### src/rtl/dmem_arb_pkg.sv
// Shared types and constants for the data-memory arbiter.
package dmem_arb_pkg;

    localparam int          CNT_W         = 8;
    localparam logic [31:0] MMIO_BASE_DEF = 32'h4000_0000;

    typedef enum logic [0:0] {
        S_CPU = 1'b0,
        S_LD  = 1'b1
    } arb_state_e;

    typedef struct packed {
        logic        re;
        logic        we;
        logic [31:0] addr;
        logic [31:0] wdata;
    } mem_req_t;

endpackage

### src/rtl/dmem_arb_starve_ctr.sv
// Saturating count of consecutive denied loader cycles; at_limit_o forces a loader slot.
module dmem_arb_starve_ctr
    import dmem_arb_pkg::*;
#(
    parameter int LIMIT = 8
) (
    input  logic clk,
    input  logic reset,
    input  logic clr_i,
    input  logic inc_i,
    output logic at_limit_o
);

    localparam logic [CNT_W-1:0] LIM = CNT_W'(LIMIT);

    logic [CNT_W-1:0] cnt_q, cnt_d;

    always_comb begin
        cnt_d = cnt_q;
        if (clr_i)
            cnt_d = '0;
        else if (inc_i && cnt_q != LIM)
            cnt_d = cnt_q + 1'b1;
    end

    always_ff @(posedge clk) begin
        if (!reset) cnt_q <= '0;
        else        cnt_q <= cnt_d;
    end

    assign at_limit_o = (cnt_q == LIM);

endmodule

### src/rtl/dmem_arbiter.sv
// Data-memory port arbiter: CPU MEM stage vs UART bulk loader, with locked loader bursts.
// Define DMEM_ARB_STARVE_EN to add the loader starvation counter and forced slots.
module dmem_arbiter
    import dmem_arb_pkg::*;
#(
    parameter int          STARVE_LIMIT = 8,
    parameter int          BURST_MAX    = 16,
    parameter logic [31:0] MMIO_BASE    = MMIO_BASE_DEF
) (
    input  logic        clk,
    input  logic        reset,
    input  logic        cpu_re,
    input  logic        cpu_we,
    input  logic [31:0] cpu_addr,
    input  logic [31:0] cpu_wdata,
    output logic [31:0] cpu_rdata,
    output logic        cpu_stall,
    input  logic        ld_req,
    input  logic        ld_we,
    input  logic        ld_lock,
    input  logic [31:0] ld_addr,
    input  logic [31:0] ld_wdata,
    output logic        ld_gnt,
    output logic [31:0] ld_rdata,
    output logic        ld_err,
    output logic        mem_re,
    output logic        mem_we,
    output logic [31:0] mem_addr,
    output logic [31:0] mem_wdata,
    input  logic [31:0] mem_rdata
);

    localparam logic [CNT_W-1:0] BURST_LAST = CNT_W'(BURST_MAX);

    arb_state_e       state_q, state_d;
    logic [CNT_W-1:0] burst_q, burst_d;

    logic     cpu_acc, at_limit, ld_sel, ld_beat, ld_rej, cpu_own;
    mem_req_t mreq;

    assign cpu_acc = cpu_re | cpu_we;
    // ld_sel is the loader winning a slot from S_CPU; inside S_LD every request is a beat.
    assign ld_sel  = (state_q == S_CPU) && ld_req && (!cpu_acc || at_limit);
    assign ld_beat = ld_sel || (state_q == S_LD && ld_req);
    assign ld_rej  = ld_beat && (ld_addr >= MMIO_BASE);
    assign cpu_own = (state_q == S_CPU) && !ld_sel && cpu_acc;

`ifdef DMEM_ARB_STARVE_EN
    logic st_clr, st_inc;
    assign st_clr = (state_q == S_CPU) && (!ld_req || ld_sel);
    assign st_inc = (state_q == S_CPU) && ld_req && !ld_sel;

    dmem_arb_starve_ctr #(.LIMIT(STARVE_LIMIT)) u_starve (
        .clk        (clk),
        .reset      (reset),
        .clr_i      (st_clr),
        .inc_i      (st_inc),
        .at_limit_o (at_limit)
    );
`else
    assign at_limit = 1'b0;
`endif

    always_comb begin
        mreq      = '0;
        cpu_rdata = '0;
        cpu_stall = 1'b0;
        ld_gnt    = 1'b0;
        ld_err    = 1'b0;
        ld_rdata  = '0;
        // Every output is held at zero while reset is asserted.
        if (reset) begin
            cpu_stall = cpu_acc && (state_q == S_LD || ld_sel);
            if (ld_beat) begin
                ld_gnt = 1'b1;
                ld_err = ld_rej;
                if (!ld_rej) begin
                    mreq.re    = !ld_we;
                    mreq.we    = ld_we;
                    mreq.addr  = ld_addr;
                    mreq.wdata = ld_wdata;
                    if (!ld_we) ld_rdata = mem_rdata;
                end
            end else if (cpu_own) begin
                mreq.re    = cpu_re;
                mreq.we    = cpu_we;
                mreq.addr  = cpu_addr;
                mreq.wdata = cpu_wdata;
                cpu_rdata  = mem_rdata;
            end
        end
    end

    assign mem_re    = mreq.re;
    assign mem_we    = mreq.we;
    assign mem_addr  = mreq.addr;
    assign mem_wdata = mreq.wdata;

    always_comb begin
        state_d = state_q;
        burst_d = burst_q;
        case (state_q)
            S_CPU: begin
                // The opening beat is beat 1; a one-beat burst never leaves S_CPU.
                if (ld_sel && ld_lock && BURST_MAX > 1) begin
                    state_d = S_LD;
                    burst_d = 8'd1;
                end
            end
            S_LD: begin
                if (ld_req) burst_d = burst_q + 8'd1;
                if (!ld_req || !ld_lock || (burst_q + 8'd1) == BURST_LAST) begin
                    state_d = S_CPU;
                    burst_d = '0;
                end
            end
            default: begin
                state_d = S_CPU;
                burst_d = '0;
            end
        endcase
    end

    always_ff @(posedge clk) begin
        if (!reset) begin
            state_q <= S_CPU;
            burst_q <= '0;
        end else begin
            state_q <= state_d;
            burst_q <= burst_d;
        end
    end

endmodule

### config.mk
export PLATFORM = sky130hd
export DESIGN_NAME = dmem_arbiter
export DESIGN_NICKNAME = d
export VERILOG_FILES = /design/src/rtl/dmem_arb_pkg.sv /design/src/rtl/dmem_arb_starve_ctr.sv /design/src/rtl/dmem_arbiter.sv
export SDC_FILE = /design/constraint.sdc
export NUM_CORES = 1
export LEC_CHECK = 0
export BUFFER_PORTS_ARGS = -buffer_cell sky130_fd_sc_hd__buf_4
export CAP_MARGIN = 20
export CORE_AREA = 2 2 116 118
export CTS_CLUSTER_SIZE = 24
export DETAILED_ROUTE_END_ITERATION = 12
export DIE_AREA = 0 0 118 120
export PLACE_DENSITY = 0.52
export RECOVER_POWER = 100
export SETUP_SLACK_MARGIN = 0.05
export SYNTH_ARGS = -nofsm -noshare
export SYNTH_HDL_FRONTEND = slang
export SYNTH_SLANG_ARGS = --single-unit
export TNS_END_PERCENT = 20
### constraint.sdc
create_clock -name clk -period 4.55 [get_ports clk]
set_input_delay 0.2275 -clock clk [delete_from_list [all_inputs] [get_ports clk]]
set_output_delay 0.2275 -clock clk [all_outputs]
set_load 0.03 [all_outputs]
Yosys cells after proc, flatten, opt, wreduce, memory -nomap -nowiden

Index checks and enable logic that the tools add are counted.

Memory bits (read-only): 0
Word-level logic and storage cells: 50
Register bits: 9
Input bits: 167
Bits in latches: 0
RAM bits: 0
Memories kept: 0

Add/subtract/negate cells: 1
Order comparisons: 1
Reductions and logical operators: 18
Div/mod/pow operators: 0
$mul: 0
Shift-type cells: 0
Multiplexer cells: 23
Bitwise operators: 2
Equal/unequal tests: 3

Operators with widths:

| cell                   | number |
|---|---|
| $mux W66               | 4 |
| $mux W32               | 7 |
| $ge A32 B31 Y1 const B | 1 |
| $mux W8                | 3 |
| $pmux W8 S2            | 1 |
| $add A8 B1 Y8 const B  | 1 |
| $eq A8 B5 Y1 const B   | 1 |
| $logic_and A1 B1 Y1    | 8 |
| $mux W1                | 7 |
| $logic_not A1 Y1       | 5 |
| $logic_or A1 B1 Y1     | 4 |
| $ne A3 B2 Y1 const B   | 1 |
| $ne A2 B1 Y1 const B   | 1 |
| $pmux W1 S2            | 1 |
| $reduce_and A2 Y1      | 1 |
| $not A1 Y1             | 1 |
| $or A1 B1 Y1           | 1 |

Longest topological paths before layout

Word-level depth: 9
Gate-level depth with buffers: 8
Depth with buffers taken out: 7

Worst setup path before layout

No wires, ideal clock.

Kind: register -> register
Start point: reg burst_q[0]
End point: reg burst_q[4]
Clock period less this slack: 2.058 ns
Stages on the path, launching flop included: 9
Setup slack: 2.492 ns
Setup time: 0.120 ns
Data arrival time: 1.939 ns
Path buffers: 1
Cell sequence: dfxtp_1 > ha_1 > buf_6 > nand3_4 > o21a_1 > o31a_1 > o311ai_4 > nor2_2 > a211o_1

Longest elaborated chain between the ends: 5
Elaborated cells on any way between the ends: 8

RTL lines:

| what                                             | line                                     | text |
|---|---|---|
| start: declaration                               | dmem_arbiter.sv:36                       | `logic [CNT_W-1:0] burst_q, burst_d;` |
| start signal: assignment                         | dmem_arbiter.sv:130                      | `burst_q <= burst_d;` |
| $add A8 B1 Y8 *                                  | dmem_arbiter.sv:111, dmem_arbiter.sv:112 |  |
| $eq A8 B5 Y1                                     | dmem_arbiter.sv:112                      | `if (!ld_req \|\| !ld_lock \|\| (burst_q + 8'd1) == BURST_LAST) begin` |
| $logic_or A1 B1 Y1                               | dmem_arbiter.sv:112                      |  |
| $mux W8 or $ne A3 B2 Y1 (tied branches)          | --                                       |  |
| $pmux W8 S2 or $reduce_and A2 Y1 (tied branches) | --                                       |  |

Mark *: on every way between the ends. The rest lies on a longest branch, timed or not. The select of a mux whose other input is x is not followed.
A chain may end at the register's enable or synchronous reset.

Final worst setup path

Start point: in cpu_re
End point: out mem_re

Longest elaborated chain between the ends: 9
Elaborated cells on any way between the ends: 12

RTL lines:

| what                             | line               | text |
|---|---|---|
| start: declaration               | dmem_arbiter.sv:12 | `input logic cpu_re,` |
| $or A1 B1 Y1                     | dmem_arbiter.sv:41 | `assign cpu_acc = cpu_re \| cpu_we;` |
| $logic_not A1 Y1                 | dmem_arbiter.sv:43 | `assign ld_sel = (state_q == S_CPU) && ld_req && (!cpu_acc \|\| at_limit);` |
| $logic_and A1 B1 Y1              | dmem_arbiter.sv:43 |  |
| $logic_not A1 Y1                 | dmem_arbiter.sv:46 | `assign cpu_own = (state_q == S_CPU) && !ld_sel && cpu_acc;` |
| $logic_and A1 B1 Y1 (2 in a row) | dmem_arbiter.sv:46 |  |
| $mux W66                         | dmem_arbiter.sv:84 | `end else if (cpu_own) begin` |
| $mux W66 *                       | dmem_arbiter.sv:74 | `if (ld_beat) begin` |
| $mux W66 *                       | dmem_arbiter.sv:72 | `if (reset) begin` |
| end: declaration                 | dmem_arbiter.sv:26 | `output logic mem_re,` |

Mark *: on every way between the ends. The rest lies on a longest branch, timed or not.

==> impl_metrics.py <==
metrics = {
    "worst_hold_path": {
        "startpoint_of_the_tightest_hold_check_path": "ld_lock",
        "hold_path_class": "primary input to register",
        "hold-path-endpoint": "state_q",
        "min_delay_path_depth": 3,
    },
    "timing": {
        "grt_setup_unrepaired": "false",
        "tns_ns": 0,
        "setup_violations": 0,
        "post-route-min-period_ns": 3.25,
        "final_min_period_over_clock_period_pct": 71.3,
        "hold_viol": 0,
        "timing.clock.skew_ns": 0.00517,
        "worst_slew_pin_slew_ns": 1.06,
        "final-max-slew-violation-count": 0,
        "min_setup_slack_post_route_ns": 1.30,
        "worst_hold_slack_ns": 0.301,
        "headroom_to_the_max_slew_limit_pct": 28.6,
        "max_freq_mhz": 308,
    },
    "synth": {
        "syn-mean-instance-area_um2": 5.61,
        "synth_enable_flop_cells": 0,
        "ys_seq_area_share_pct": 8.48,
        "ys_top_cells_by_area": "sky130_fd_sc_hd__a21oi_1, sky130_fd_sc_hd__nand2_1, sky130_fd_sc_hd__and3_1",
        "simple_gate_area_share_of_the_yosys_netlist_pct": 43.2,
        "syn-cell-area_um2": 2130,
        "postSynth.topFlopCell": "sky130_fd_sc_hd__dfxtp_1",
        "synth.yosys.warnings": 0,
        "synth_mux_area_share_pct": 0,
        "main_combinational_cell_family_by_area_after_synthesis": "simple AND/OR/NAND/NOR gates",
        "ys_async_sr_fraction_pct": 0,
        "synthAdderAreaFrac_pct": 1.18,
        "post_synth_num_cell_types": 39,
        "synth_compound_gate_area_share_pct": 37.5,
        "post-synth-top-count-cell": "sky130_fd_sc_hd__a21oi_1",
        "net_count_of_the_mapped_netlist": 548,
        "post_synth_inst_count": 379,
        "post-synth-top-area-cell": "sky130_fd_sc_hd__a21oi_1",
        "synth-seq-cells": 9,
        "yosysTopAreaCellShare_pct": 30.1,
        "synth-xor-area-share_pct": 0.412,
        "netlist_top_cells_count": "sky130_fd_sc_hd__a21oi_1, sky130_fd_sc_hd__nand2_1, sky130_fd_sc_hd__and3_1",
    },
    "final_layout": {
        "antenna-diode-count": 0,
        "finish.net_count": 819,
        "area_growth_pct": 94.4,
        "post_route_cells_drive_above_1_share_pct": 30.5,
        "final.fill_count": 1515,
        "layout.core_utilization_pct": 31.8,
    },
    "run_status": {
        "status": "finished clean",
    },
    "placement": {
        "dp_hpwl_um": 10200,
        "dpl_worst_slack_ns": 2.14,
        "placement.io_buffers": 299,
        "finalWeightedCongestion": 0.832,
    },
    "clock_tree": {
        "clock_tree_buf_depth": 2,
        "clkSlewWorstSetupHoldPaths_ns": 0.04,
        "clkSinkCount": 9,
        "post_cts_resize_count": 0,
        "htreeDepth": 1,
        "cts-buffers-inserted": 3,
        "insertion_delay_ns": 0.25,
        "cts_root_buffer": "sky130_fd_sc_hd__clkbuf_16",
        "post-cts-setup-buffers": 0,
        "tritoncts": "done",
        "cts-hold-fix-buffers": 0,
    },
    "floorplanning": {
        "die_w_um": 118,
        "initial_utilization_pct": 16.4,
        "std_cell_rows": 42,
        "design.portCount": 300,
        "die-height_um": 120,
        "core_um2": 13000,
        "floorplan.die_area_um2": 14200,
    },
    "setup_path": {
        "critical_path_required_ns": 4.32,
        "regToRegEndpoint": "burst_q[4]",
        "timing.critical_path.arrival_ns": 3.02,
        "r2r.worst_path.cells": 7,
        "r2r_start": "burst_q[0]",
        "crit_path_max_fanout": 25,
        "setup.worst_path.class": "primary input to output port",
        "worstSetupEndpointType": "output port",
        "ff2ff_setup_slack_ns": 2.03,
        "worstSetupStartpointType": "primary input",
    },
    "power_and_ir_drop": {
        "power_density_nw_per_um2": 161,
        "leakage_power_nw": 2.02,
        "ir_drop_mv": 0.113,
    },
    "drt": {
        "drt_drc_violations_left": 0,
        "detail_route.wl_per_cell_um": 15.7,
        "wirelength_um": 13000,
        "viasPerCell": 4.59,
        "ant_nets": 0,
        "route.vias.total": 3787,
        "drt_first_pass_iters": 4,
        "detailedRoute.firstIterationViolations": 163,
    },
    "global_route": {
        "pin_count_of_the_biggest_net_entering_global_routing": 63,
        "grt-ovfl-total": 0,
        "gr-usage-all-layers_pct": 16.9,
        "first_global_vias": 3736,
        "grt_antenna_before_repair": 0,
        "grt_first_pass_wirelength_um": 19500,
    },
    "flow_run": {
        "max_cap_violations": 0,
    },
}
[critical path, stage by stage]
cell and delay, ns:
sky130_fd_sc_hd__clkbuf_4 0.12, sky130_fd_sc_hd__nor2_1 0.40, sky130_fd_sc_hd__o21ai_4 0.08, sky130_fd_sc_hd__nor4_1 0.82, sky130_fd_sc_hd__clkbuf_1 0.73, sky130_fd_sc_hd__a21oi_1 0.09
sky130_fd_sc_hd__nor2b_1 0.16, sky130_fd_sc_hd__clkbuf_1 0.39
[placed cells by master (no fill, tap or decap), drive strengths merged, types with 2 or more instances in the layout]
| master | n |
|---|---|
| nor3 | 6 |
| buf | 187 |
| nand3 | 6 |
| nor4 | 3 |
| a21oi | 128 |
| ha | 2 |
| o22ai | 2 |
| nand2 | 75 |
| clkbuf | 121 |
| and2 | 34 |
| dfxtp | 9 |
| and3 | 36 |
| o21ai | 6 |
| inv | 4 |
| nor2b | 3 |
| nor2 | 8 |
| o21a | 2 |
[state kept, by name (all words and copies together) (netlist names)]
signal / cells
state_q: 1
burst_q: 8
[worst max path at each step]
stage	startpoint	end	slack, ns
floorplan	burst_q[0]	burst_q[4]	2.49
global placement	reset	mem_addr[24]	1.78
detailed placement	burst_q[0]	burst_q[4]	2.14
CTS	state_q	mem_wdata[3]	2.07
global route	cpu_re	mem_re	1.00
finish	cpu_re	mem_re	1.30
[per-stage QoR]
step / std cells / area [µm²] / total power [mW]
4_1_cts: 825 / 4620 / 0.719
3_3_place_gp: 818 / 4480 / 0.549
2_1_floorplan: 379 / 2130 / 0.311
6_report: 825 / 4130 / 0.667
3_5_place_dp: 821 / 4540 / 0.556
5_1_grt: 825 / 4130 / 0.700
[routing by layer]
layer / track usage [%] / part of all wire, % / vias to the layer above
li1: - / - / 1862
met1: 18.4 / 38 / 1694
met2: 32.8 / 52 / 214
met3: 3.28 / 7.3 / 17
met4: 4.89 / 2.0 / 0
met5: 0 / 0 / -
[cell families after synthesis]
kind of cell	Yosys count
and+or+nand+nor	177
AOI/OAI and AO/OA	147
buffers and inverters	43
DFF	9
adders and majority gates	2
xor gates and xnor gates	1
[layout make-up]
cell class / instances / area, µm² / share of cell area [%]
Tap cell: 176 / 220 / 5.33
Sequential cell: 9 / 180 / 4.36
Multi-Input combinational cell: 327 / 1750 / 42.3
Inverter: 4 / 15.0 / 0.363
Timing Repair Buffer: 305 / 1890 / 45.7
Clock inverter: 1 / 5.00 / 0.121
Clock buffer: 3 / 75.1 / 1.82
[where the power goes]
part / leakage (nW) / internal (mW) / switching [mW] / total (mW)
Clock: 0.0409 / 0.116 / 0.0463 / 0.163
Sequential: 0.0726 / 0.0797 / 0.00117 / 0.0809
Combinational: 1.90 / 0.163 / 0.260 / 0.423
Total: 2.02 / 0.360 / 0.307 / 0.667
(Power assumes the default switching activity.)
